==> config.mk <==
export PLATFORM = sky130hd
export DESIGN_NAME = memory_map
export DESIGN_NICKNAME = d
export VERILOG_FILES = /design/src/rtl/memory_map_pkg.sv /design/src/rtl/memory_map_io_timer.sv /design/src/rtl/memory_map.sv
export SDC_FILE = /design/constraint.sdc
export NUM_CORES = 1
export LEC_CHECK = 0
export BUFFER_PORTS_ARGS = -buffer_cell sky130_fd_sc_hd__buf_4
export CAP_MARGIN = 10
export CORE_ASPECT_RATIO = 1.4
export CORE_UTILIZATION = 43
export CTS_CLUSTER_DIAMETER = 80
export CTS_CLUSTER_SIZE = 12
export DETAILED_ROUTE_END_ITERATION = 8
export PLACE_DENSITY = 0.62
export SYNTH_ARGS = -nofsm -noshare
export SYNTH_HDL_FRONTEND = slang
export SYNTH_SLANG_ARGS = --single-unit
==> constraint.sdc <==
create_clock -name Clock -period 7 [get_ports Clock]
set_clock_uncertainty 0.05 [all_clocks]
set_input_delay 1.05 -clock Clock [delete_from_list [all_inputs] [get_ports Clock]]
set_output_delay 1.05 -clock Clock [all_outputs]
set_load 0.005 [all_outputs]
==> src/rtl/memory_map_pkg.sv <==
// Shared constants for the SysBus memory map: region bounds, I/O register
// offsets, status bit positions and the bus-cycle state type.
package memmap;

   localparam logic [15:0] ROM_LIMIT = 16'h7FFF;
   localparam logic [15:0] RAM_BASE  = 16'h8000;
   localparam logic [15:0] RAM_LIMIT = 16'hFEFF;
   localparam logic [15:0] IO_BASE   = 16'hFF00;

   localparam logic [7:0] OFF_LED  = 8'h00;
   localparam logic [7:0] OFF_SW   = 8'h01;
   localparam logic [7:0] OFF_TCNT = 8'h02;
   localparam logic [7:0] OFF_TCMP = 8'h03;
   localparam logic [7:0] OFF_CTRL = 8'h04;
   localparam logic [7:0] OFF_STAT = 8'h05;

   localparam int STAT_MATCH  = 0;
   localparam int STAT_BUSERR = 1;

   typedef enum logic [1:0] {
      IDLE   = 2'd0,
      ADDR   = 2'd1,
      ACTIVE = 2'd2
   } bus_state_t;

endpackage

==> src/rtl/memory_map_io_timer.sv <==
// Free-running 16-bit timer with compare register, enable bit and a sticky
// match flag; written through the I/O register write port.
module io_timer
   import memmap::*;
#(
   parameter logic [15:0] TIMER_RESET = 16'h0000
) (
   input  logic        clk,
   input  logic        rst_n,
   input  logic        wr_en,
   input  logic [7:0]  wr_offset,
   input  logic [15:0] wr_data,
   output logic [15:0] tcnt,
   output logic [15:0] tcmp,
   output logic        enable,
   output logic        match
);

   logic [15:0] tcnt_next;
   logic [15:0] tcmp_next;
   logic        enable_next;
   logic        match_next;

   // A register write overrides the increment; a match overrides a W1C clear.
   always_comb begin
      tcnt_next   = enable ? tcnt + 16'd1 : tcnt;
      tcmp_next   = tcmp;
      enable_next = enable;
      match_next  = match;
      if (wr_en) begin
         case (wr_offset)
            OFF_TCNT: tcnt_next   = wr_data;
            OFF_TCMP: tcmp_next   = wr_data;
            OFF_CTRL: enable_next = wr_data[0];
            OFF_STAT: if (wr_data[STAT_MATCH]) match_next = 1'b0;
            default:  ;
         endcase
      end
      if (tcnt_next == tcmp_next) match_next = 1'b1;
   end

   always_ff @(posedge clk or negedge rst_n) begin
      if (!rst_n) begin
         tcnt   <= TIMER_RESET;
         tcmp   <= 16'hFFFF;
         enable <= 1'b0;
         match  <= 1'b0;
      end else begin
         tcnt   <= tcnt_next;
         tcmp   <= tcmp_next;
         enable <= enable_next;
         match  <= match_next;
      end
   end

endmodule

==> src/rtl/memory_map.sv <==
// SysBus memory-map controller: latches the address phase, decodes ROM/RAM/I/O,
// drives chip selects and hosts the LED/switch/timer/status register block.
module memory_map
   import memmap::*;
#(
   parameter logic [15:0] TIMER_RESET = 16'h0000,
   parameter int          SW_WIDTH    = 8
) (
   input  logic                Clock,
   input  logic                nReset,
   input  logic [15:0]         SysBusIn,
   output logic [15:0]         SysBusOut,
   output logic                SysBusOe,
   input  logic                ALE,
   input  logic                nME,
   input  logic                nOE,
   input  logic                nWE,
   output logic [15:0]         MemAddr,
   output logic                nRomCs,
   output logic                nRamCs,
   input  logic [SW_WIDTH-1:0] Switches,
   output logic [15:0]         Leds,
   output logic                Irq
);

   bus_state_t          state;
   bus_state_t          state_next;
   logic                wr_done;
   logic                wr_done_next;
   logic                bus_err_set;
   logic                commit;
   logic [15:0]         led;
   logic                bus_err;
   logic [SW_WIDTH-1:0] sw_meta;
   logic [SW_WIDTH-1:0] sw_sync;
   logic [15:0]         sw_ext;
   logic                is_rom;
   logic                is_ram;
   logic                is_io;
   logic                sel_active;
   logic [7:0]          offset;
   logic [15:0]         rd_data;
   logic [15:0]         tcnt;
   logic [15:0]         tcmp;
   logic                timer_en;
   logic                match;

   assign offset = MemAddr[7:0];
   assign is_rom = (MemAddr <= ROM_LIMIT);
   assign is_ram = (MemAddr >= RAM_BASE) && (MemAddr <= RAM_LIMIT);
   assign is_io  = (MemAddr >= IO_BASE);

   // ALE takes precedence over nME so a fresh address phase always restarts the cycle.
   always_comb begin
      state_next  = state;
      bus_err_set = 1'b0;
      case (state)
         IDLE: begin
            if (ALE) state_next = ADDR;
            if (!nME) bus_err_set = 1'b1;
         end
         ADDR: begin
            if (ALE)       state_next = ADDR;
            else if (!nME) state_next = ACTIVE;
         end
         ACTIVE: begin
            if (ALE)      state_next = ADDR;
            else if (nME) state_next = IDLE;
         end
         default: state_next = IDLE;
      endcase
   end

   assign commit = (state == ACTIVE) && !nWE && !wr_done && is_io;

   always_comb begin
      wr_done_next = wr_done;
      if (state_next != ACTIVE)
         wr_done_next = 1'b0;
      else if ((state == ACTIVE) && !nWE)
         wr_done_next = 1'b1;
   end

   always_ff @(posedge Clock or negedge nReset) begin
      if (!nReset) begin
         state   <= IDLE;
         wr_done <= 1'b0;
         MemAddr <= 16'h0000;
      end else begin
         state   <= state_next;
         wr_done <= wr_done_next;
         if (ALE) MemAddr <= SysBusIn;
      end
   end

   always_ff @(posedge Clock or negedge nReset) begin
      if (!nReset) begin
         led     <= 16'h0000;
         bus_err <= 1'b0;
      end else begin
         if (commit && (offset == OFF_LED)) led <= SysBusIn;
         if (bus_err_set)
            bus_err <= 1'b1;
         else if (commit && (offset == OFF_STAT) && SysBusIn[STAT_BUSERR])
            bus_err <= 1'b0;
      end
   end

   always_ff @(posedge Clock or negedge nReset) begin
      if (!nReset) begin
         sw_meta <= '0;
         sw_sync <= '0;
      end else begin
         sw_meta <= Switches;
         sw_sync <= sw_meta;
      end
   end

   io_timer #(
      .TIMER_RESET(TIMER_RESET)
   ) u_timer (
      .clk      (Clock),
      .rst_n    (nReset),
      .wr_en    (commit),
      .wr_offset(offset),
      .wr_data  (SysBusIn),
      .tcnt     (tcnt),
      .tcmp     (tcmp),
      .enable   (timer_en),
      .match    (match)
   );

   always_comb begin
      sw_ext = '0;
      sw_ext[SW_WIDTH-1:0] = sw_sync;
   end

   always_comb begin
      rd_data = '0;
      case (offset)
         OFF_LED:  rd_data = led;
         OFF_SW:   rd_data = sw_ext;
         OFF_TCNT: rd_data = tcnt;
         OFF_TCMP: rd_data = tcmp;
         OFF_CTRL: rd_data[0] = timer_en;
         OFF_STAT: begin
            rd_data[STAT_MATCH]  = match;
            rd_data[STAT_BUSERR] = bus_err;
         end
         default:  ;
      endcase
   end

   assign sel_active = (state != IDLE) && !nME;
   assign nRomCs     = !(sel_active && is_rom);
   assign nRamCs     = !(sel_active && is_ram);
   assign SysBusOe   = is_io && (state == ACTIVE) && !nOE && nWE;
   assign SysBusOut  = SysBusOe ? rd_data : 16'h0000;
   assign Leds       = led;
   assign Irq        = match;

endmodule

# Word level (Yosys, flattened, before mapping)
# Cells that the tools add are included.
dict set report word_totals {
  reg_bits 86
  input_bits 30
  elab_cells 79
}
dict set report classes {
  n_addsub 1
  n_lt_le_gt_ge 4
  eq_ne 9
  muxes 25
  n_reduce_logical 29
}
# cell n
set ops {}
lappend ops {{$mux 16} 6}
lappend ops {{$pmux 14 s4} 1}
lappend ops {{$ge 16x16->1 const B} 2}
lappend ops {{$add 16x1->16 const B} 1}
lappend ops {{$eq 16x16->1} 1}
lappend ops {{$eq 8x2->1 const B} 2}
lappend ops {{$eq 8x3->1 const B} 2}
lappend ops {{$le 16x15->1 const B} 1}
lappend ops {{$le 16x16->1 const B} 1}
lappend ops {{$logic_and 1x1->1} 13}
lappend ops {{$reduce_bool 2->1} 6}
lappend ops {{$mux 1} 10}
lappend ops {{$mux 2} 5}
lappend ops {{$eq 8x1->1 const B} 1}
lappend ops {{$logic_not 8->1} 1}
lappend ops {{$logic_not 1->1} 6}
lappend ops {{$pmux 1 s6} 1}
lappend ops {{$pmux 2 s3} 1}
lappend ops {{$pmux 1 s5} 1}
lappend ops {{$reduce_and 3->1} 1}
lappend ops {{$eq 2x1->1 const B} 1}
lappend ops {{$eq 2x2->1 const B} 1}
lappend ops {{$logic_not 2->1} 1}
lappend ops {{$ne 2x2->1 const B} 1}
lappend ops {{$reduce_and 2->1} 1}

# Longest topological paths before layout
# Gate-level depths: netlist of run 1.
dict set report logic_depth {
  ltp_word 8
  ltp_mapped 10
}

# Hierarchy
# Synthesis of run 1 repeated with hierarchy kept, for this count alone.
dict set report unflattened {
  hier_cells 374
  hier_area_um2 4436.8
}
# mod n_inst cells_each area_per_inst_um2 seq_area_each_um2
set by_module_without_submodules {}
lappend by_module_without_submodules {memory_map 1 175 2407.3 1301.2}
lappend by_module_without_submodules {io_timer 1 199 2029.4 870.8}

# Worst setup path before layout of run 1
# No wires, ideal clock.
dict set report synth_timing {
  kind {input -> output}
  start {in nOE}
  end {out SysBusOut[10]}
  arrival_time_ns 2.394
  required_time_ns 5.900
  setup_slack_ns 3.506
  stages 5
  path_buffers 2
  cell_sequence {or4b_1 or3_1 buf_1 clkbuf_1 nor2_1}
}
dict set report synth_between {
  elab_chain_len 4
}
# element line_no
set synth_lines {}
lappend synth_lines {{start, declared} memory_map.sv:16} ;# input logic nOE,
lappend synth_lines {{$logic_not 1->1} memory_map.sv:157} ;# assign SysBusOe = is_io && (state == ACTIVE) && !nOE && nWE;
lappend synth_lines {{$logic_and 1x1->1 (2 in a row)} memory_map.sv:157}
lappend synth_lines {{$mux 16} memory_map.sv:158} ;# assign SysBusOut = SysBusOe ? rd_data : 16'h0000;
lappend synth_lines {{end, declared} memory_map.sv:12} ;# output logic [15:0] SysBusOut,
# No other way between the ends.

# Final worst setup path of run 1
dict set report layout_timing {
  start {reg MemAddr[5]}
  end {out SysBusOut[15]}
}
dict set report layout_between {
  elab_chain_len 5
  elab_cells_between_ends 10
}
# element line_no
set layout_lines {}
lappend layout_lines {{start, declared} memory_map.sv:18} ;# output logic [15:0] MemAddr,
lappend layout_lines {{start signal, assigned} memory_map.sv:92} ;# if (ALE) MemAddr <= SysBusIn;
lappend layout_lines {{$ge 16x16->1} memory_map.sv:51} ;# assign is_io = (MemAddr >= IO_BASE);
lappend layout_lines {{$logic_and 1x1->1 (3 in a row)} memory_map.sv:157}
lappend layout_lines {{$mux 16 *} memory_map.sv:158}
# Every way passes the cells marked *; elsewhere a longest branch is shown, timed or not.

==> results by group, run 1 <==
Run
  – # Max-Cap Violations: 0

Final layout
  – Post-route cell area: 5460 um2
  – Share of cells above drive strength 1: 34.8%
  – Layout Nets: 517
  – Commonest non-fill, non-tap cell in the layout: buf_4
  – Area Growth Syn to Fin: 24.2%
  – Post-layout util: 54.9%
  – # diodes: 0
  – Commonest cells after routing, fill and taps aside: 86 x buf_4, 69 x dfrtp_1, 56 x nor2_1
  – Fillers: 909

CTS
  – Post-cts gate resize count: 0
  – CTS tree: built
  – Hold_buf cts: 0
  – Clock Sinks: 86
  – Total setup buffers inserted after CTS: 0
  – H-tree levels: 3
  – TritonCTS Buffers: 9
  – Clock transition at the registers of the reported paths: 0.06 ns
  – CTS root buf: clkbuf_16
  – Max clock buf depth: 2
  – Clock insertion delay at the later pin of the skew report: 0.34 ns

Global routing
  – Initial antenna violation count: 0
  – GRT Residual Overflow: 0
  – Vias in the first global route: 3438
  – GRT Overall Usage: 22.2%
  – First-pass GRT wire length: 17600 um
  – Largest net degree at the start of global routing: 76

STA
  – Worst slew pin tran: 0.967 ns
  – Final Max Slew Viols: 0
  – Min Tclk post-route: 4.16 ns
  – Fin Hold WS: 0.295 ns
  – Setup TNS: 0 ns
  – RSZ-0062 raised after global routing: false
  – Max frequency: 240 MHz
  – Worst slew margin: 35.5%
  – Setup Viol. Count Final: 0
  – Post-route clock period utilization: 59.4%
  – Final Hold Viols: 0

Power
  – Maximum vdd drop: 163 uV
  – Static Leak: 2.40 nW
  – Tot Pwr: 1.15 mW
  – Pwr Density: 211 nW/um2

Floorplanning
  – Die area: 10600 um2
  – # rows: 43
  – Die height: 122 um
  – Core area: 9950 um2
  – Io pins: 82
  – Starting Density: 44.2%
  – Die X-Extent: 87.5 um

Run status
  – Outcome: completed

Detailed routing
  – Wire per inst: 17.7 um
  – DRT iter0 DRCs: 195
  – DR pass1 iterations: 7
  – DRC Markers: 0
  – Antenna-violating nets left: 0
  – WL met2: 5840 um
  – Post-Route WL: 11100 um
  – Via density: 5.49
  – Top layer reached by signal wires: met4
  – Via count: 3438
  – Met1 Routed Length: 4560 um
  – Met3 wire len: 300 um

Critical path
  – Buf+Inv Stages, Crit Path: 2
  – Critical path fanouts, max: 12
  – WP depth: 9
  – Worst R2R Path Depth: 6
  – Crit start category: flip-flop
  – CP endpoint kind: output pin
  – CP Class: flip-flop to output pin
  – CP required: 5.90 ns
  – CP arrival: 3.06 ns
  – Slowest-stage cell, CP: nor3_2
  – CP top delay family: simple AND/OR/NAND/NOR gates
  – Cell chain of the critical path: or3_4 -> or3_1 -> nor3_2 -> buf_4 -> a22oi_1 -> nor2_1 -> a31oi_1 -> nor2_1 -> buf_4
  – Slowest stage delay, CP: 0.66 ns

Logic synthesis
  – Flops & latches, synth: 86
  – Synth Net Count: 443
  – Post-synthesis cell type count: 45
  – Ys flop type: dfrtp_1
  – Synth warn: 0
  – Avg Inst Size Synth: 10.7 um2
  – Post-Synthesis Cells: 412
  – Post-synth EDFFs: 0
  – Netlist Area Pre-Place: 4400 um2
  – Fraction of registers with async set/reset: 100%
  – Register area share after synthesis: 49.4%

Place
  – GPL Wtd Cong: 0.899
  – PortBufs: 81
  – Placed cell area: 5130 um2
  – Detailed placer's ending HPWL: 7680 um

Worst hold path
  – Worst hold path type: flip-flop to flip-flop
  – Hold path depth: 0
## registers in the layout, summed over array words and instances (netlist names)
register / cells
bus_err: 1
MemAddr: 16
Leds: 16
u_timer.tcnt: 16
u_timer.match: 1
u_timer.enable: 1
sw_sync: 8
wr_done: 1
sw_meta: 8
state: 2
u_timer.tcmp: 16
## power breakdown
group          total [mW]  switching, mW  internal [mW]
Combinational      0.0975         0.0520         0.0455
Clock               0.530          0.198          0.332
Sequential          0.526         0.0133          0.513
Total                1.15          0.264          0.890
## cell usage after synthesis (2+ instances only)
cell type | count | share of area, %
mux2i_1 | 4 | 0.91
and3_1 | 5 | 0.71
nand2_1 | 11 | 0.94
nand4_1 | 6 | 0.85
a22o_1 | 5 | 1.0
o21ai_0 | 4 | 0.46
dfrtp_1 | 70 | 40
xnor2_1 | 21 | 4.2
mux2_1 | 6 | 1.5
nor4b_1 | 2 | 0.40
nor2_1 | 56 | 4.8
buf_2 | 3 | 0.34
o31ai_1 | 2 | 0.34
inv_1 | 11 | 0.94
nand3_1 | 9 | 1.0
dfstp_2 | 16 | 9.6
or3_1 | 4 | 0.57
clkbuf_1 | 14 | 1.2
a21oi_1 | 29 | 3.3
and4_1 | 3 | 0.60
a31oi_1 | 11 | 1.6
mux2_2 | 44 | 11
xor2_1 | 22 | 4.4
nor3_1 | 8 | 0.91
a22oi_1 | 14 | 2.4
nor4_1 | 4 | 0.57
nand2b_1 | 3 | 0.43
buf_1 | 6 | 0.51
mux2_4 | 2 | 0.68
a31o_2 | 2 | 0.40
## final timing paths
| check | start | to | slack, ns |
|---|---|---|---|
| min in group asynchronous | nReset | Leds[8]$_DFFE_PN0P_ | 0.49 |
| worst max-delay path | MemAddr[5]$_DFFE_PN0P_ | SysBusOut[15] | 2.84 |
| max in group asynchronous | nReset | MemAddr[0]$_DFFE_PN0P_ | 5.18 |
| worst min-delay path | sw_meta[1]$_DFF_PN0_ | sw_sync[1]$_DFF_PN0_ | 0.30 |
| worst max register to register | MemAddr[5]$_DFFE_PN0P_ | Leds[2]$_DFFE_PN0P_ | 3.40 |
| worst min register to register | sw_meta[1]$_DFF_PN0_ | sw_sync[1]$_DFF_PN0_ | 0.30 |
## routing by layer
metal | global-route usage, % | vias up
li1 | - | 1621
met2 | 38.3 | 74
met3 | 3.12 | 24
met1 | 26.5 | 1719
met5 | 0 | -
met4 | 11.8 | 0
## metrics by stage
step           worst slack, ns  instances
6_report                  2.84        626
3_5_place_dp              3.10        610
5_1_grt                   2.62        626
3_3_place_gp              3.08        610
4_1_cts                   2.80        626
2_1_floorplan             3.51        412
## final cells by class
class | instances | area [um2] | share of cell area [%]
sequential | 86 | 2170 | 39.8
clock buffer | 11 | 253 | 4.63
inverter | 11 | 41.3 | 0.756
clock inverter | 5 | 81.3 | 1.49
multi-input combinational | 292 | 2100 | 38.4
tap | 135 | 169 | 3.09
timing repair buffer | 86 | 646 | 11.8
## logic make-up (layout without fill, tap and decap cells)
group / count (synthesis) / count (layout) / synth area share (%)
AOI/OAI and AO/OA: 76 / 76 / 11.1
and+or+nand+nor: 116 / 116 / 13.3
muxes: 56 / 56 / 14.4
xor gates and xnor gates: 43 / 43 / 8.56
DFF: 86 / 86 / 49.4
buffers and inverters: 34 / 113 / 2.99
adders and majority gates: 1 / 1 / 0.284
Power figures use the tool's default switching activity.
==> run 2, diff against run 1 <==
--- a/config.mk
+++ b/config.mk
@@ -12,7 +12,7 @@
 export CTS_CLUSTER_DIAMETER = 80
 export CTS_CLUSTER_SIZE = 12
 export DETAILED_ROUTE_END_ITERATION = 8
-export PLACE_DENSITY = 0.62
+export PLACE_DENSITY = 0.65
 export SYNTH_ARGS = -nofsm -noshare
 export SYNTH_HDL_FRONTEND = slang
 export SYNTH_SLANG_ARGS = --single-unit
==> constraint.sdc (replaced) <==
create_clock -name Clock -period 3.4 [get_ports Clock]
set_clock_uncertainty 0.05 [all_clocks]
set_input_delay 0.51 -clock Clock [delete_from_list [all_inputs] [get_ports Clock]]
set_output_delay 0.51 -clock Clock [all_outputs]
set_load 0.005 [all_outputs]
==> run 2 against run 1 <==
Via count down 0.96%. Hold slack worse by 0.20 ns. Final area unchanged. Sequential power up 110%. Non-clock buffer count up 6. Combinational power up 100%. Utilization unchanged. Setup slack worse by 2.5 ns. Wire length up 0.91%. Count of clock-buffer cells in the layout down 1. Register-to-register slack worse by 2.8 ns. Largest cell class unchanged.
==> results by group, run 2 (synthesis gave the netlist of run 1 again) <==
Run status
  – Outcome: completed

STA
  – Post-route clock period utilization: 91.4%
  – Max frequency: 322 MHz
  – Final worst slack: 0.291 ns
  – Min Tclk post-route: 3.11 ns
  – Worst slew margin: 48.7%
  – Final Hold Viols: 0
  – Final Max Slew Viols: 0
  – Setup TNS: 0 ns
  – Setup Viol. Count Final: 0
  – RSZ-0062 raised after global routing: false
  – Worst slew pin tran: 0.759 ns

Critical path
  – Crit start category: flip-flop
  – CP endpoint kind: output pin
  – Worst R2R Path Depth: 8
  – CP Class: flip-flop to output pin
  – CP arrival: 2.55 ns
  – FF-to-FF Start: MemAddr[5]$_DFFE_PN0P_
  – Reg2reg end: u_timer.match$_DFFE_PN0P_
  – Reg2reg setup slack: 0.63 ns
  – Critical path fanouts, max: 14
  – CP required: 2.84 ns

Place
  – Pre-CTS WS: 0.420 ns
  – Detailed placer's ending HPWL: 8200 um
  – Placed cell area: 5170 um2
  – GPL Wtd Cong: 0.866
  – PortBufs: 81
  – Cell count after placement: 616

CTS
  – H-tree levels: 3
  – Hold_buf cts: 0
  – Total setup buffers inserted after CTS: 0
  – CTS tree: built
  – TritonCTS Buffers: 9
  – Post-cts gate resize count: 0
  – CTS root buf: clkbuf_16
  – Max clock buf depth: 2
  – Clock transition at the registers of the reported paths: 0.06 ns
  – Clock Sinks: 86
  – Clock insertion delay at the later pin of the skew report: 0.34 ns

Final layout
  – Share of cells above drive strength 1: 35.8%
  – Final cell count without fillers: 632
  – Area Growth Syn to Fin: 24.2%
  – Commonest non-fill, non-tap cell in the layout: buf_4
  – # diodes: 0
  – Post-route cell area: 5460 um2
  – Fillers: 918
  – Layout Nets: 523
  – Commonest cells after routing, fill and taps aside: 92 x buf_4, 69 x dfrtp_1, 56 x nor2_1

Power
  – Maximum vdd drop: 285 uV
  – Static Leak: 2.41 nW
  – Pwr Density: 407 nW/um2

Global routing
  – GRT Residual Overflow: 0
  – Vias in the first global route: 3356
  – First-pass GRT wire length: 17400 um
  – Initial antenna violation count: 0
  – Largest net degree at the start of global routing: 45
  – GRT Overall Usage: 22.3%

Detailed routing
  – DRC Markers: 0
  – DR pass1 iterations: 4
  – Post-Route WL: 11200 um
  – Wire per inst: 17.7 um
  – Via count: 3405
  – DRT iter0 DRCs: 176
  – Via density: 5.39
  – Antenna-violating nets left: 0

Worst hold path
  – Worst hold path type: input pin to asynchronous set/reset pin

Floorplanning
  – Starting Density: 44.2%
  – # rows: 43
  – Io pins: 82
  – Die area: 10600 um2
  – Core area: 9950 um2
  – Die X-Extent: 87.5 um
  – Die height: 122 um

Run
  – # Max-Cap Violations: 0
-- run 2: layout make-up --
| type | count | area, um2 | area share (%) |
|---|---|---|---|
| timing repair buffer | 92 | 691 | 12.6 |
| sequential | 86 | 2170 | 39.8 |
| clock buffer | 10 | 239 | 4.37 |
| inverter | 11 | 41.3 | 0.756 |
| tap | 135 | 169 | 3.09 |
| multi-input combinational | 292 | 2110 | 38.5 |
| clock inverter | 6 | 45.0 | 0.824 |
-- run 2: power breakdown --
part           total (mW)  internal (mW)  switching (mW)
combinational       0.199         0.0949           0.104
clock               0.937          0.520           0.417
sequential           1.09           1.06          0.0307
-- run 2: layer usage --
metal  vias up  track usage (%)  wire (um)
li1       1634                -          -
met1      1673             26.3       4700
met2        75             38.9       5820
met3        23             3.59        313
met4         0             11.1        343
met5         -                0          0
-- run 2: worst max path at each step --
stage / from / to / slack [ns] / depth (start not counted)
floorplan: MemAddr[5]$_DFFE_PN0P_ / SysBusOut[15] / 0.63 / 7
global placement: MemAddr[15]$_DFFE_PN0P_ / SysBusOut[9] / 0.46 / 6
detailed placement: MemAddr[15]$_DFFE_PN0P_ / SysBusOut[5] / 0.42 / 6
CTS: MemAddr[15]$_DFFE_PN0P_ / SysBusOut[5] / 0.03 / 6
global route: MemAddr[5]$_DFFE_PN0P_ / SysBusOut[1] / 0.18 / 8
finish: MemAddr[15]$_DFFE_PN0P_ / SysBusOut[5] / 0.29 / 6
-- run 2: worst max-delay path, stage by stage (launching register included) --
cell     delay [ns]
dfrtp_1        0.42
and4_1         0.26
nand2_1        0.08
or4b_1         0.62
or3_4          0.50
nor2_1         0.18
buf_4          0.13
-- run 2: through the flow --
step                hold WS [ns]  util, %  power [mW]
detailed placement         0.285     52.0        1.31
global placement           0.282     52.0        1.30
floorplan                  0.164        -        1.19
finish                    0.0983     54.9        2.22
global route               0.135     54.9        2.32
CTS                        0.112     54.8        2.25
==> run 3, diff against run 2 <==
==> constraint.sdc (replaced) <==
create_clock -name Clock -period 3.4 [get_ports Clock]
set_clock_uncertainty 0.05 [all_clocks]
set_input_delay 0.68 -clock Clock [delete_from_list [all_inputs] [get_ports Clock]]
set_output_delay 0.68 -clock Clock [all_outputs]
set_load 0.005 [all_outputs]
==> run 3 against run 2 <==
Utilization up 0.82 points. Count of clock-buffer cells in the layout increased by 1. Largest power group is now the clock network. Non-clock buffer count grew 1. Hold slack better by 0.20 ns. Combinational power is essentially flat. Critical path depth is 1 higher. Maximum frequency decreased by 4.3%.
==> results by group, run 3 (synthesis gave the netlist of run 1 again) <==
Run status
  – Outcome: completed

STA
  – Setup Viol. Count Final: 0
  – Final Hold Viols: 0
  – Fin Hold WS: 0.297 ns
  – Worst slew pin tran: 0.721 ns
  – Min Tclk post-route: 3.25 ns
  – Max frequency: 308 MHz
  – Final Max Slew Viols: 0
  – Setup TNS: 0 ns
  – Final worst slack: 0.150 ns
  – RSZ-0062 raised after global routing: false
  – Post-route clock period utilization: 95.6%
  – Worst slew margin: 51.2%

Detailed routing
  – DR pass1 iterations: 4
  – Antenna-violating nets left: 0
  – Wire per inst: 18.0 um
  – Via density: 5.45
  – Post-Route WL: 11400 um
  – Via count: 3447
  – DRC Markers: 0
  – DRT iter0 DRCs: 129

Floorplanning
  – Core area: 9950 um2
  – Starting Density: 44.2%
  – Die X-Extent: 87.5 um
  – Die height: 122 um
  – Die area: 10600 um2
  – Io pins: 82
  – # rows: 43

Critical path
  – CP Class: flip-flop to output pin
  – CP arrival: 2.52 ns
  – Crit start category: flip-flop
  – CP endpoint kind: output pin
  – Critical path fanouts, max: 9
  – CP required: 2.67 ns

Power
  – Sequential power share: 45.7%
  – Clock power share: 46.1%
  – Pwr Density: 430 nW/um2
  – Combinational power share: 8.2%
  – Maximum vdd drop: 374 uV
  – Tot Pwr: 2.39 mW
  – Sw Ratio: 23.1%
  – Sw Pwr: 0.551 mW
  – Static Leak: 2.44 nW
  – Internal power: 1.84 mW

Global routing
  – Vias in the first global route: 3449
  – First-pass GRT wire length: 18000 um
  – Largest net degree at the start of global routing: 52
  – GRT Residual Overflow: 0
  – Initial antenna violation count: 0
  – GRT Overall Usage: 23.1%

Final layout
  – Area Growth Syn to Fin: 26.1%
  – Post-layout util: 55.7%
  – Commonest non-fill, non-tap cell in the layout: buf_4
  – Share of cells above drive strength 1: 35.9%
  – Layout Nets: 524
  – Commonest cells after routing, fill and taps aside: 91 x buf_4, 69 x dfrtp_1, 56 x nor2_1
  – # diodes: 0

CTS
  – TritonCTS Buffers: 9
  – CTS root buf: clkbuf_16
  – Clock Sinks: 86
  – Clock transition at the registers of the reported paths: 0.06 ns
  – Clock insertion delay at the later pin of the skew report: 0.35 ns
  – H-tree levels: 3
  – Max clock buf depth: 2
  – Total setup buffers inserted after CTS: 0
  – Hold_buf cts: 0
  – CTS tree: built

Place
  – GPL Wtd Cong: 0.880
  – PortBufs: 81
  – Pre-CTS WS: 0.356 ns
  – Detailed placer's ending HPWL: 8440 um

Worst hold path
  – Worst hold path type: flip-flop to flip-flop

Run
  – # Max-Cap Violations: 0
==> run 3: power groups by stage <==
stage / logic, mW / registers, mW / clock network, mW
floorplan: 0.0917 / 1.09 / 0
global placement: 0.197 / 1.11 / 0
detailed placement: 0.200 / 1.11 / 0
CTS: 0.200 / 1.09 / 1.12
global route: 0.216 / 1.10 / 1.15
finish: 0.196 / 1.09 / 1.10
==> run 3: area by class of cell <==
cell class | instances | area [um2]
clock buffers | 11 | 253
clock inverters | 5 | 81.3
fillers | 918 | 4410
inverters | 11 | 41.3
multi-input cells | 292 | 2100
flip-flops and latches | 86 | 2170
well taps | 135 | 169
repair buffers | 93 | 723
==> run 3: routing by layer <==
layer | GRT usage (%) | vias to the layer above | wire (um)
li1 | - | 1630 | -
met1 | 27.9 | 1715 | 4640
met2 | 39.8 | 84 | 6000
met3 | 3.86 | 18 | 431
met4 | 10.8 | 0 | 292
met5 | 0 | - | 0
==> run 3: worst max-delay path: stages (launching register included) <==
cell and delay (ns):
dfrtp_1 0.42, and4_1 0.27, nand2_1 0.08, or4b_4 0.56, or3_1 0.37, buf_4 0.20
nor2_1 0.14, buf_4 0.12
==> run 3: timing repair <==
action,in CTS,in global routing
hold endpoints to repair,0,0
gates resized for setup,0,1
endpoints found under the setup margin,0,8
==> run 3: final timing paths <==
path / from / to / slack [ns] / cells past startpoint
min in group asynchronous: nReset / sw_sync[4]$_DFF_PN0_ / 0.32 / 1
max in group asynchronous: nReset / u_timer.tcmp[13]$_DFF_PN1_ / 2.29 / 2
hold reg to reg: sw_meta[2]$_DFF_PN0_ / sw_sync[2]$_DFF_PN0_ / 0.30 / 0
setup / recovery: MemAddr[15]$_DFFE_PN0P_ / SysBusOut[5] / 0.15 / 7
hold / removal: sw_meta[2]$_DFF_PN0_ / sw_sync[2]$_DFF_PN0_ / 0.30 / 0
setup reg to reg: MemAddr[5]$_DFFE_PN0P_ / u_timer.match$_DFFE_PN0P_ / 0.58 / 8
==> run 3: per-stage QoR <==
stage | std cells | cell area (um2)
global route | 633 | 5550
finish | 633 | 5550
detailed placement | 617 | 5210
global placement | 617 | 5210
CTS | 633 | 5540
floorplan | 412 | 4400
